[config.mk]
export PLATFORM = sky130hd
export DESIGN_NAME = ttt_game_ctrl
export DESIGN_NICKNAME = d
export VERILOG_FILES = /design/src/rtl/ttt_game_ctrl_pkg.sv /design/src/rtl/ttt_game_ctrl_board.sv /design/src/rtl/ttt_game_ctrl.sv
export SDC_FILE = /design/constraint.sdc
export NUM_CORES = 1
export LEC_CHECK = 0
export ABC_AREA = 1
export ABC_CLOCK_PERIOD_IN_PS = 4500
export CORE_MARGIN = 4
export CORE_UTILIZATION = 35
export DETAILED_ROUTE_END_ITERATION = 8
export GPL_TIMING_DRIVEN = 0
export PLACE_DENSITY = 0.53
export REMOVE_ABC_BUFFERS = 1
export SYNTH_ARGS = -nofsm -noshare
export SYNTH_HDL_FRONTEND = slang
export SYNTH_HIERARCHICAL = 1
export SYNTH_SLANG_ARGS = --single-unit
[constraint.sdc]
create_clock -name clk -period 4.5 [get_ports clk]
set_clock_uncertainty 0.15 [all_clocks]
set_input_delay 0.9 -clock clk [delete_from_list [all_inputs] [get_ports clk]]
set_output_delay 0.9 -clock clk [all_outputs]
set_load 0.005 [all_outputs]
[src/rtl/ttt_game_ctrl_pkg.sv]
// Shared definitions for the tic-tac-toe game path: sprite/winner codes,
// sequencer states, the line table and cell index helpers.
package ttt_game_ctrl_pkg;

  localparam logic [1:0] SPR_EMPTY = 2'b00;
  localparam logic [1:0] SPR_X     = 2'b01;
  localparam logic [1:0] SPR_O     = 2'b10;

  localparam logic [1:0] WIN_NONE  = 2'b00;
  localparam logic [1:0] WIN_X     = 2'b01;
  localparam logic [1:0] WIN_O     = 2'b10;
  localparam logic [1:0] WIN_DRAW  = 2'b11;

  localparam logic [2:0] LAST_LINE = 3'd7;

  typedef enum logic [1:0] {
    ST_PLAY    = 2'b00,
    ST_CHECK   = 2'b01,
    ST_RESOLVE = 2'b10,
    ST_OVER    = 2'b11
  } state_t;

  // row*3+col without a multiplier
  function automatic logic [3:0] cell_index(input logic [1:0] row, input logic [1:0] col);
    return {1'b0, row, 1'b0} + {2'b00, row} + {2'b00, col};
  endfunction

  // three cell indices per line, packed {a,b,c}
  function automatic logic [11:0] line_cells(input logic [2:0] line);
    case (line)
      3'd0:    return {4'd0, 4'd1, 4'd2};
      3'd1:    return {4'd3, 4'd4, 4'd5};
      3'd2:    return {4'd6, 4'd7, 4'd8};
      3'd3:    return {4'd0, 4'd3, 4'd6};
      3'd4:    return {4'd1, 4'd4, 4'd7};
      3'd5:    return {4'd2, 4'd5, 4'd8};
      3'd6:    return {4'd0, 4'd4, 4'd8};
      3'd7:    return {4'd2, 4'd4, 4'd6};
      default: return 12'h000;
    endcase
  endfunction

  function automatic logic [8:0] line_mask(input logic [2:0] line);
    case (line)
      3'd0:    return 9'h007;
      3'd1:    return 9'h038;
      3'd2:    return 9'h1C0;
      3'd3:    return 9'h049;
      3'd4:    return 9'h092;
      3'd5:    return 9'h124;
      3'd6:    return 9'h111;
      3'd7:    return 9'h054;
      default: return 9'h000;
    endcase
  endfunction

  function automatic logic [1:0] cell_of(input logic [17:0] cells, input logic [3:0] idx);
    case (idx)
      4'd0:    return cells[1:0];
      4'd1:    return cells[3:2];
      4'd2:    return cells[5:4];
      4'd3:    return cells[7:6];
      4'd4:    return cells[9:8];
      4'd5:    return cells[11:10];
      4'd6:    return cells[13:12];
      4'd7:    return cells[15:14];
      4'd8:    return cells[17:16];
      default: return SPR_EMPTY;
    endcase
  endfunction

  function automatic logic [1:0] toggle_player(input logic [1:0] p);
    return (p == SPR_X) ? SPR_O : SPR_X;
  endfunction

endpackage

[src/rtl/ttt_game_ctrl_board.sv]
// 9x2-bit board store: one synchronous write port, single-cycle clear,
// a registered {row,col} read port and a flat combinational view.
module ttt_board
  import ttt_game_ctrl_pkg::*;
(
  input  logic        clk,
  input  logic        rst_n,
  input  logic        we,
  input  logic        clr,
  input  logic [3:0]  widx,
  input  logic [1:0]  wdata,
  input  logic [3:0]  raddr,
  output logic [1:0]  rdata,
  output logic [17:0] cells
);

  logic [17:0] cells_r;
  logic [1:0]  rdata_r;

  // cell storage; clear wins over write
  always_ff @(posedge clk or negedge rst_n) begin
    if (!rst_n) begin
      cells_r <= 18'h00000;
    end else if (clr) begin
      cells_r <= 18'h00000;
    end else if (we) begin
      for (int i = 0; i < 9; i++) begin
        if (widx == 4'(i)) begin
          cells_r[2*i +: 2] <= wdata;
        end
      end
    end
  end

  // raster read port; row 3 or col 3 is off-board
  always_ff @(posedge clk or negedge rst_n) begin
    if (!rst_n) begin
      rdata_r <= SPR_EMPTY;
    end else if ((raddr[3:2] == 2'b11) || (raddr[1:0] == 2'b11)) begin
      rdata_r <= SPR_EMPTY;
    end else begin
      rdata_r <= cell_of(cells_r, cell_index(raddr[3:2], raddr[1:0]));
    end
  end

  assign rdata = rdata_r;
  assign cells = cells_r;

endmodule

[src/rtl/ttt_game_ctrl.sv]
// Tic-tac-toe game sequencer: cursor, move placement, sequential
// win/draw scan and game-over reporting for the display path.
module ttt_game_ctrl
  import ttt_game_ctrl_pkg::*;
#(
  parameter logic [1:0] START_PLAYER = 2'b01,
  parameter logic [3:0] CURSOR_INIT  = 4'h5
) (
  input  logic       clk,
  input  logic       rst,
  input  logic       btn_up,
  input  logic       btn_down,
  input  logic       btn_left,
  input  logic       btn_right,
  input  logic       btn_place,
  input  logic [3:0] saddr,
  output logic [3:0] uaddr,
  output logic [1:0] sprite,
  output logic [9:0] gameover,
  output logic [1:0] turn,
  output logic [1:0] winner,
  output logic       busy
);

  state_t      state_r;
  logic [1:0]  row_r;
  logic [1:0]  col_r;
  logic [1:0]  turn_r;
  logic [1:0]  winner_r;
  logic [9:0]  gameover_r;
  logic        busy_r;
  logic [2:0]  line_r;
  logic [8:0]  win_mask_r;

  logic [17:0] cells_s;
  logic [3:0]  cur_idx_s;
  logic        cur_empty_s;
  logic        we_s;
  logic        clr_s;
  logic [11:0] line_idx_s;
  logic        line_hit_s;
  logic        full_s;

  // cursor cell lookup and board write/clear strobes
  always_comb begin
    cur_idx_s   = cell_index(row_r, col_r);
    cur_empty_s = (cell_of(cells_s, cur_idx_s) == SPR_EMPTY);
    we_s        = (state_r == ST_PLAY) && btn_place && cur_empty_s;
    clr_s       = (state_r == ST_OVER) && btn_place;
  end

  // current scan line match and full-board detection
  always_comb begin
    line_idx_s = line_cells(line_r);
    line_hit_s = (cell_of(cells_s, line_idx_s[11:8]) == turn_r) &&
                 (cell_of(cells_s, line_idx_s[7:4])  == turn_r) &&
                 (cell_of(cells_s, line_idx_s[3:0])  == turn_r);
    full_s = 1'b1;
    for (int i = 0; i < 9; i++) begin
      full_s = full_s & (cells_s[2*i +: 2] != SPR_EMPTY);
    end
  end

  ttt_board u_board (
    .clk   (clk),
    .rst_n (rst),
    .we    (we_s),
    .clr   (clr_s),
    .widx  (cur_idx_s),
    .wdata (turn_r),
    .raddr (saddr),
    .rdata (sprite),
    .cells (cells_s)
  );

  // game sequencer; place outranks every cursor move in the same cycle
  always_ff @(posedge clk or negedge rst) begin
    if (!rst) begin
      state_r    <= ST_PLAY;
      row_r      <= CURSOR_INIT[3:2];
      col_r      <= CURSOR_INIT[1:0];
      turn_r     <= START_PLAYER;
      winner_r   <= WIN_NONE;
      gameover_r <= 10'h000;
      busy_r     <= 1'b0;
      line_r     <= 3'd0;
      win_mask_r <= 9'h000;
    end else begin
      case (state_r)
        ST_PLAY: begin
          if (btn_place) begin
            if (cur_empty_s) begin
              line_r     <= 3'd0;
              win_mask_r <= 9'h000;
              busy_r     <= 1'b1;
              state_r    <= ST_CHECK;
            end
          end else if (btn_up) begin
            row_r <= (row_r == 2'd0) ? 2'd2 : row_r - 2'd1;
          end else if (btn_down) begin
            row_r <= (row_r == 2'd2) ? 2'd0 : row_r + 2'd1;
          end else if (btn_left) begin
            col_r <= (col_r == 2'd0) ? 2'd2 : col_r - 2'd1;
          end else if (btn_right) begin
            col_r <= (col_r == 2'd2) ? 2'd0 : col_r + 2'd1;
          end
        end
        ST_CHECK: begin
          if (line_hit_s) begin
            win_mask_r <= win_mask_r | line_mask(line_r);
          end
          if (line_r == LAST_LINE) begin
            state_r <= ST_RESOLVE;
          end else begin
            line_r <= line_r + 3'd1;
          end
        end
        ST_RESOLVE: begin
          busy_r <= 1'b0;
          if (win_mask_r != 9'h000) begin
            gameover_r <= {1'b1, win_mask_r};
            winner_r   <= turn_r;
            state_r    <= ST_OVER;
          end else if (full_s) begin
            gameover_r <= {1'b1, 9'h000};
            winner_r   <= WIN_DRAW;
            state_r    <= ST_OVER;
          end else begin
            turn_r  <= toggle_player(turn_r);
            state_r <= ST_PLAY;
          end
        end
        ST_OVER: begin
          if (btn_place) begin
            gameover_r <= 10'h000;
            winner_r   <= WIN_NONE;
            turn_r     <= START_PLAYER;
            state_r    <= ST_PLAY;
          end
        end
        default: begin
          state_r <= ST_PLAY;
          busy_r  <= 1'b0;
        end
      endcase
    end
  end

  assign uaddr    = {row_r, col_r};
  assign turn     = turn_r;
  assign winner   = winner_r;
  assign gameover = gameover_r;
  assign busy     = busy_r;

endmodule

# Word level (Yosys, flattened, before mapping)

Memories as Yosys holds them, arrays and structs flattened.
Cells that the tools add are included.

Bitwise gates (word level): 12
Muxes and demuxes: 57
$add $sub $neg: 9
Reduce and logical (&&, ||, !) cells: 57
Equality and inequality tests: 61

Operator list:

| cell                                                | number |
|---|---|
| one-hot mux 2 bit (9 select lines)                  | 5 |
| equality test 4 x 3 -> 1 bit, second input constant | 20 |
| two-way mux 2 bit                                   | 30 |
| nonzero test 2 bit                                  | 24 |
| two-way mux 9 bit                                   | 5 |
| equality test 4 x 2 -> 1 bit, second input constant | 10 |
| two-way mux 18 bit                                  | 2 |
| two-way mux 10 bit                                  | 3 |
| equality test 4 x 1 -> 1 bit, second input constant | 5 |
| equality test 4 bit, second input constant          | 5 |
| zero test 4 bit                                     | 5 |
| one-hot mux 10 bit (2 select lines)                 | 1 |
| one-hot mux 9 bit (2 select lines)                  | 1 |
| AND reduction 2 bit                                 | 9 |
| inequality test 2 bit, second input constant        | 8 |
| AND reduction 4 bit                                 | 4 |
| equality test 2 bit, second input constant          | 6 |
| two-way mux 3 bit                                   | 3 |
| OR 9 bit                                            | 1 |
| AND reduction 3 bit                                 | 3 |
| nonzero test 9 bit                                  | 1 |
| adder 3 x 2 -> 4 bit                                | 2 |
| adder 4 x 2 -> 4 bit                                | 2 |
| AND 1 bit                                           | 8 |
| other kinds (17)                                    | 33 |

Input bits: 11
Memories: 2
Memory bits (read-only): 152
Output and inout port bits: 21
Bits in registers: 53
Word-level logic and storage cells: 217

Memory list:

| memory           | words | bits a word | read ports | clocked after Yosys merged registers in | write ports | line                    | text |
|---|---|---|---|---|---|---|---|
| (name not given) | 8     | 10          | 1          | 0                                       | 0           | ttt_game_ctrl_pkg.sv:30 | `case (line)` |
| (name not given) | 8     | 9           | 1          | 0                                       | 0           | ttt_game_ctrl_pkg.sv:44 | `case (line)` |

# Depth between registers and ports, before layout

Word-level depth: 12
Gate-level depth with buffers: 21
Depth with buffers taken out: 20

# Modules after synthesis

Netlist, hierarchy kept.

By module, submodules not included:

| module        | seq. area each (sq um) | cells an instance | instances | area each (sq um) |
|---|---|---|---|---|
| ttt_game_ctrl | 829.5                  | 419               | 1         | 2715.1 |
| ttt_board     | 500.5                  | 136               | 1         | 1087.3 |

# Least setup slack after synthesis

OpenSTA, ideal clock, no wires.

Path kind: reg2reg
From: register row_r[0]
To: register u_board.cells_r[16], in the netlist u_board/cells[16]
Clock period less this slack: 3606 ps
Cell stages (with the launch flop): 21
Library setup time: 130 ps
Required time: 4220 ps
Slack: 894 ps
Buffers on the path: 1
Arrival: 3326 ps
Cell sequence: dfstp_2 inv_1 fa_1 inv_1 ha_1 inv_1 fa_1 nor2_1 nand4_1 o21ai_0 a31oi_1 nand4_1 nand2_1 nand4_1 buf_2 inv_1 inv_1 nor3_2 nand3_1 nand3_1 o21ai_0

Longest elaborated chain between the ends: 8
Elaborated cells between the ends (all ways): 17
Those cells by class: 2 x add/sub; 8 x eq/ne; 1 x mux; 6 x reduce/logical

RTL lines:

| element                                     | line                      | text |
|---|---|---|
| from (decl)                                 | ttt_game_ctrl.sv:26       | `logic [1:0] row_r;` |
| from (signal assigned)                      | ttt_game_ctrl.sv:80       | `row_r <= CURSOR_INIT[3:2];` |
| from (signal assigned)                      | ttt_game_ctrl.sv:99       | `row_r <= (row_r == 2'd0) ? 2'd2 : row_r - 2'd1;` |
| from (signal assigned)                      | ttt_game_ctrl.sv:101      | `row_r <= (row_r == 2'd2) ? 2'd0 : row_r + 2'd1;` |
| adder 3 x 2 -> 4 bit *                      | ttt_game_ctrl_pkg.sv:25   | `return {1'b0, row, 1'b0} + {2'b00, row} + {2'b00, col};` |
| adder 4 x 2 -> 4 bit *                      | ttt_game_ctrl_pkg.sv:25   |  |
| equality test 4 bit (tied with other cells) | ttt_game_ctrl_pkg.sv:58   | `case (idx)` |
| one-hot mux 2 bit (9 select lines) *        | ttt_game_ctrl_pkg.sv:58   |  |
| zero test 2 bit *                           | ttt_game_ctrl.sv:47       | `cur_empty_s = (cell_of(cells_s, cur_idx_s) == SPR_EMPTY);` |
| logical AND 1 bit *                         | ttt_game_ctrl.sv:48       | `we_s = (state_r == ST_PLAY) && btn_place && cur_empty_s;` |
| net we_s                                    | ttt_game_ctrl.sv:38       | `logic we_s;` |
| nonzero test 2 bit (no source line) *       | --                        |  |
| AND reduction 2 bit (no source line) *      | --                        |  |
| to (signal, indexed assignment)             | ttt_game_ctrl_board.sv:29 | `cells_r[2*i +: 2] <= wdata;` |
| to (decl)                                   | ttt_game_ctrl_board.sv:17 | `logic [17:0] cells_r;` |

The timed path passes the listed nets; every way through them passes the cells marked *.
A chain may end at the register's enable or synchronous reset.

# Worst setup path after layout

From: register row_r[0]
To: register u_board.cells_r[16], in the netlist u_board/cells[16]

Longest elaborated chain between the ends: 8
Elaborated cells between the ends (all ways): 17
Those cells by class: 2 x add/sub; 8 x eq/ne; 1 x mux; 6 x reduce/logical

RTL lines:

| element                                     | line                    | text |
|---|---|---|
| adder 3 x 2 -> 4 bit *                      | ttt_game_ctrl_pkg.sv:25 |  |
| adder 4 x 2 -> 4 bit *                      | ttt_game_ctrl_pkg.sv:25 |  |
| net cur_idx_s[3]                            | ttt_game_ctrl.sv:36     | `logic [3:0] cur_idx_s;` |
| equality test 4 bit (tied with other cells) | ttt_game_ctrl_pkg.sv:58 |  |
| one-hot mux 2 bit (9 select lines) *        | ttt_game_ctrl_pkg.sv:58 |  |
| zero test 2 bit *                           | ttt_game_ctrl.sv:47     |  |
| logical AND 1 bit *                         | ttt_game_ctrl.sv:48     |  |
| net we_s                                    | ttt_game_ctrl.sv:38     |  |
| nonzero test 2 bit (no source line) *       | --                      |  |
| AND reduction 2 bit (no source line) *      | --                      |  |

Marked as above.

==> results.md <==
* Fin Setup TNS at 0 ps
* PnR worst setup slack at 815 ps
* Fillers at 1114
* Leakage at 0.00220 uW
* Max Root-Sink Buffers at 2
* Peak Freq at 271 MHz
* Iter 0 DRT Violations at 257
* Chip height at 112 um
* GRT Residual Overflow at 0
* RSZ-0062 raised after global routing: no
* Antenna Nets Post-Route at 0
* Vias in the first global route at 3541
* Clock Sinks at 53
* Placed Cells at 716
* Worst min path class: flop to flop
* Core Area at 0.0105 mm2
* Final Util at 41.7%
* Clock Tree Root: clkbuf_8
* CTS tree: built
* Largest net degree at the start of global routing at 32
* Minimum clock period at 3680 ps
* Mapped Area at 0.00380 mm2
* CP endpoint kind: flop
* Post-CTS sizing at 0
* Async SR Flop Fraction at 100%
* Max_cap viols at 0
* WL/cell at 14.9 um
* Setup-failing EPs final at 0
* Crit path max fanout at 4
* Crit Path Category: flop to flop
* Total power at 3170 uW
* Slew headroom at 63.1%
* YS warnings at 6
* Die area at 0.0126 mm2
* Cell Pwr Density at 727 mW/mm2
* Port-buffer cells at 31
* Status: finished clean
* Avg Inst Size Synth at 6.85 um2
* Final Cycle Share at 81.9%
* Total CTS buffers at 5
* Layout Cells excl Fill at 725
* Share of layout cells above drive strength 1 at 5.77%
* IO Pins at 32
* DR pass1 iterations at 5
* GPL Wtd Cong at 0.931
* Pins Over Slew Limit at 0
* Hold Fails Final Rpt at 0
* Yosys reg bits at 53
* Primary FF master, synth: dfrtp_1
* Netlist cell types at 36
* Commonest cells post-synth: 146 x nand2_1, 89 x nand3_1, 63 x nor2_1, 61 x inv_1, 50 x dfrtp_1
* Slew @ Worst Pin at 553 ps
* First-pass GRT wire length at 17.7 mm
* Startpoint Class: flop
* Final Net Count at 618
* GRT Util Overall at 17.3%
* Initial core utilization at 36.3%
* Number of diodes at 0
* Maximum VDD drop at 296 uV
* Layout area overhead at 14.6%
* Vias at 3819
* Final Routed Wirelength at 10.8 mm
* Die W at 112 um
* Gate Count Post-Synth at 555
* Vias per cell at 5.27
* Antenna violations before repair at 0
* Sequential share of the synthesized area at 35.0%
* Core Rows at 37
* Yosys top cell by area: dfrtp_1
* Pre-CTS setup slack at 103 ps
* Number of synthesized flops with an enable pin at 0
* Most frequent cell after synthesis: nand2_1
* Crit path DAT at 3720 ps
* Hpwl dp at 8.08 mm
* Main area contributors after synthesis: dfrtp_1 33%, nand2_1 14%, nand3_1 12%
* Htree depth at 2
* Yosys top cell area share at 32.9%
* Worst skew pair latency at 320 ps
* Worst endpoint required time at 4540 ps
* Clock transition at path regs at 110 ps
* DR DRC count at 0
==> metrics by stage <==
stage,cell area [um2],hold WS (ps)
after floorplan,3770,324
after global placement,4250,312
after detailed placement,4260,318
after CTS,4350,345
after global routing,4360,367
final,4360,340
==> worst paths after layout <==
kind	start	to	slack, ps	depth (start not counted)
min in group asynchronous	rst	gameover[9]	400	1
setup / recovery	row_r[0]	u_board/cells[16]	820	20
max in group asynchronous	rst	turn[0]	3170	2
hold reg to reg	gameover[9]	gameover[9]	340	2
hold / removal	gameover[9]	gameover[9]	340	2
setup reg to reg	row_r[0]	u_board/cells[16]	820	20
==> layout by cell type (no fill, tap or decap), types with 3 or more instances in the layout <==
cell and count:
nand2_1 146, clkbuf_8 5, nand2_2 4, nand3_1 89, clkdlybuf4s50_1 30, dfstp_2 3, nor2_2 4, fa_1 4
o2111ai_1 3, dfrtp_1 50, o21ai_0 39, nand4_1 27, a21oi_1 8, o211ai_1 4, inv_2 5, nor2_1 63
inv_1 61, ha_1 15
==> flip-flops by register name, indices dropped and copies added (netlist names) <==
register       cells
busy               1
col_r              2
gameover          10
line_r             3
row_r              2
state_r            2
turn               2
u_board/cells     18
u_board/rdata      2
win_mask_r         9
winner             2
==> per-layer routing <==
layer	track usage (%)	wire length, um
met5	0	0
met4	6.17	230
met3	2.37	423
met2	26.8	4770
met1	24.6	5380
==> critical path, cell delays in order, from the launching register on <==
cell	delay (ps)
dfstp_2	570
inv_1	100
fa_1	450
inv_1	60
ha_1	130
inv_1	40
fa_1	400
inv_1	140
nor2_1	90
nand4_1	70
o21ai_0	90
a31oi_1	140
nand4_1	120
nand2_1	100
nand4_1	110
inv_1	130
inv_1	80
nor3_2	190
nand3_1	190
nand3_1	100
o21ai_0	80
==> final cells by class <==
cell class,instances,area (um2),area share (%)
flip-flops and latches,53,1330,30.5
clock buffers,6,72.6,1.66
clock inverters,2,16.3,0.373
inverters,66,248,5.68
well taps,136,170,3.90
repair buffers,33,333,7.63
multi-input cells,429,2190,50.2
==> what timing repair did <==
item                                    4_1_cts  5_1_grt
hold buffers                                  0        0
endpoints found under the setup margin        0       18
setup buffers                                 0        1
==> report_power, final <==
group          internal [uW]  switching, uW  total [uW]
Clock                    111            168         279
Sequential               676            295         972
Combinational            660           1260        1920
==> logic make-up after synthesis <==
group,synth area share (%)
and+or+nand+nor,41.5
AOI/OAI and AO/OA,9.08
DFF,35.0
adders and majority gates,7.04
buffers and inverters,7.44
(Power assumes the default switching activity.)
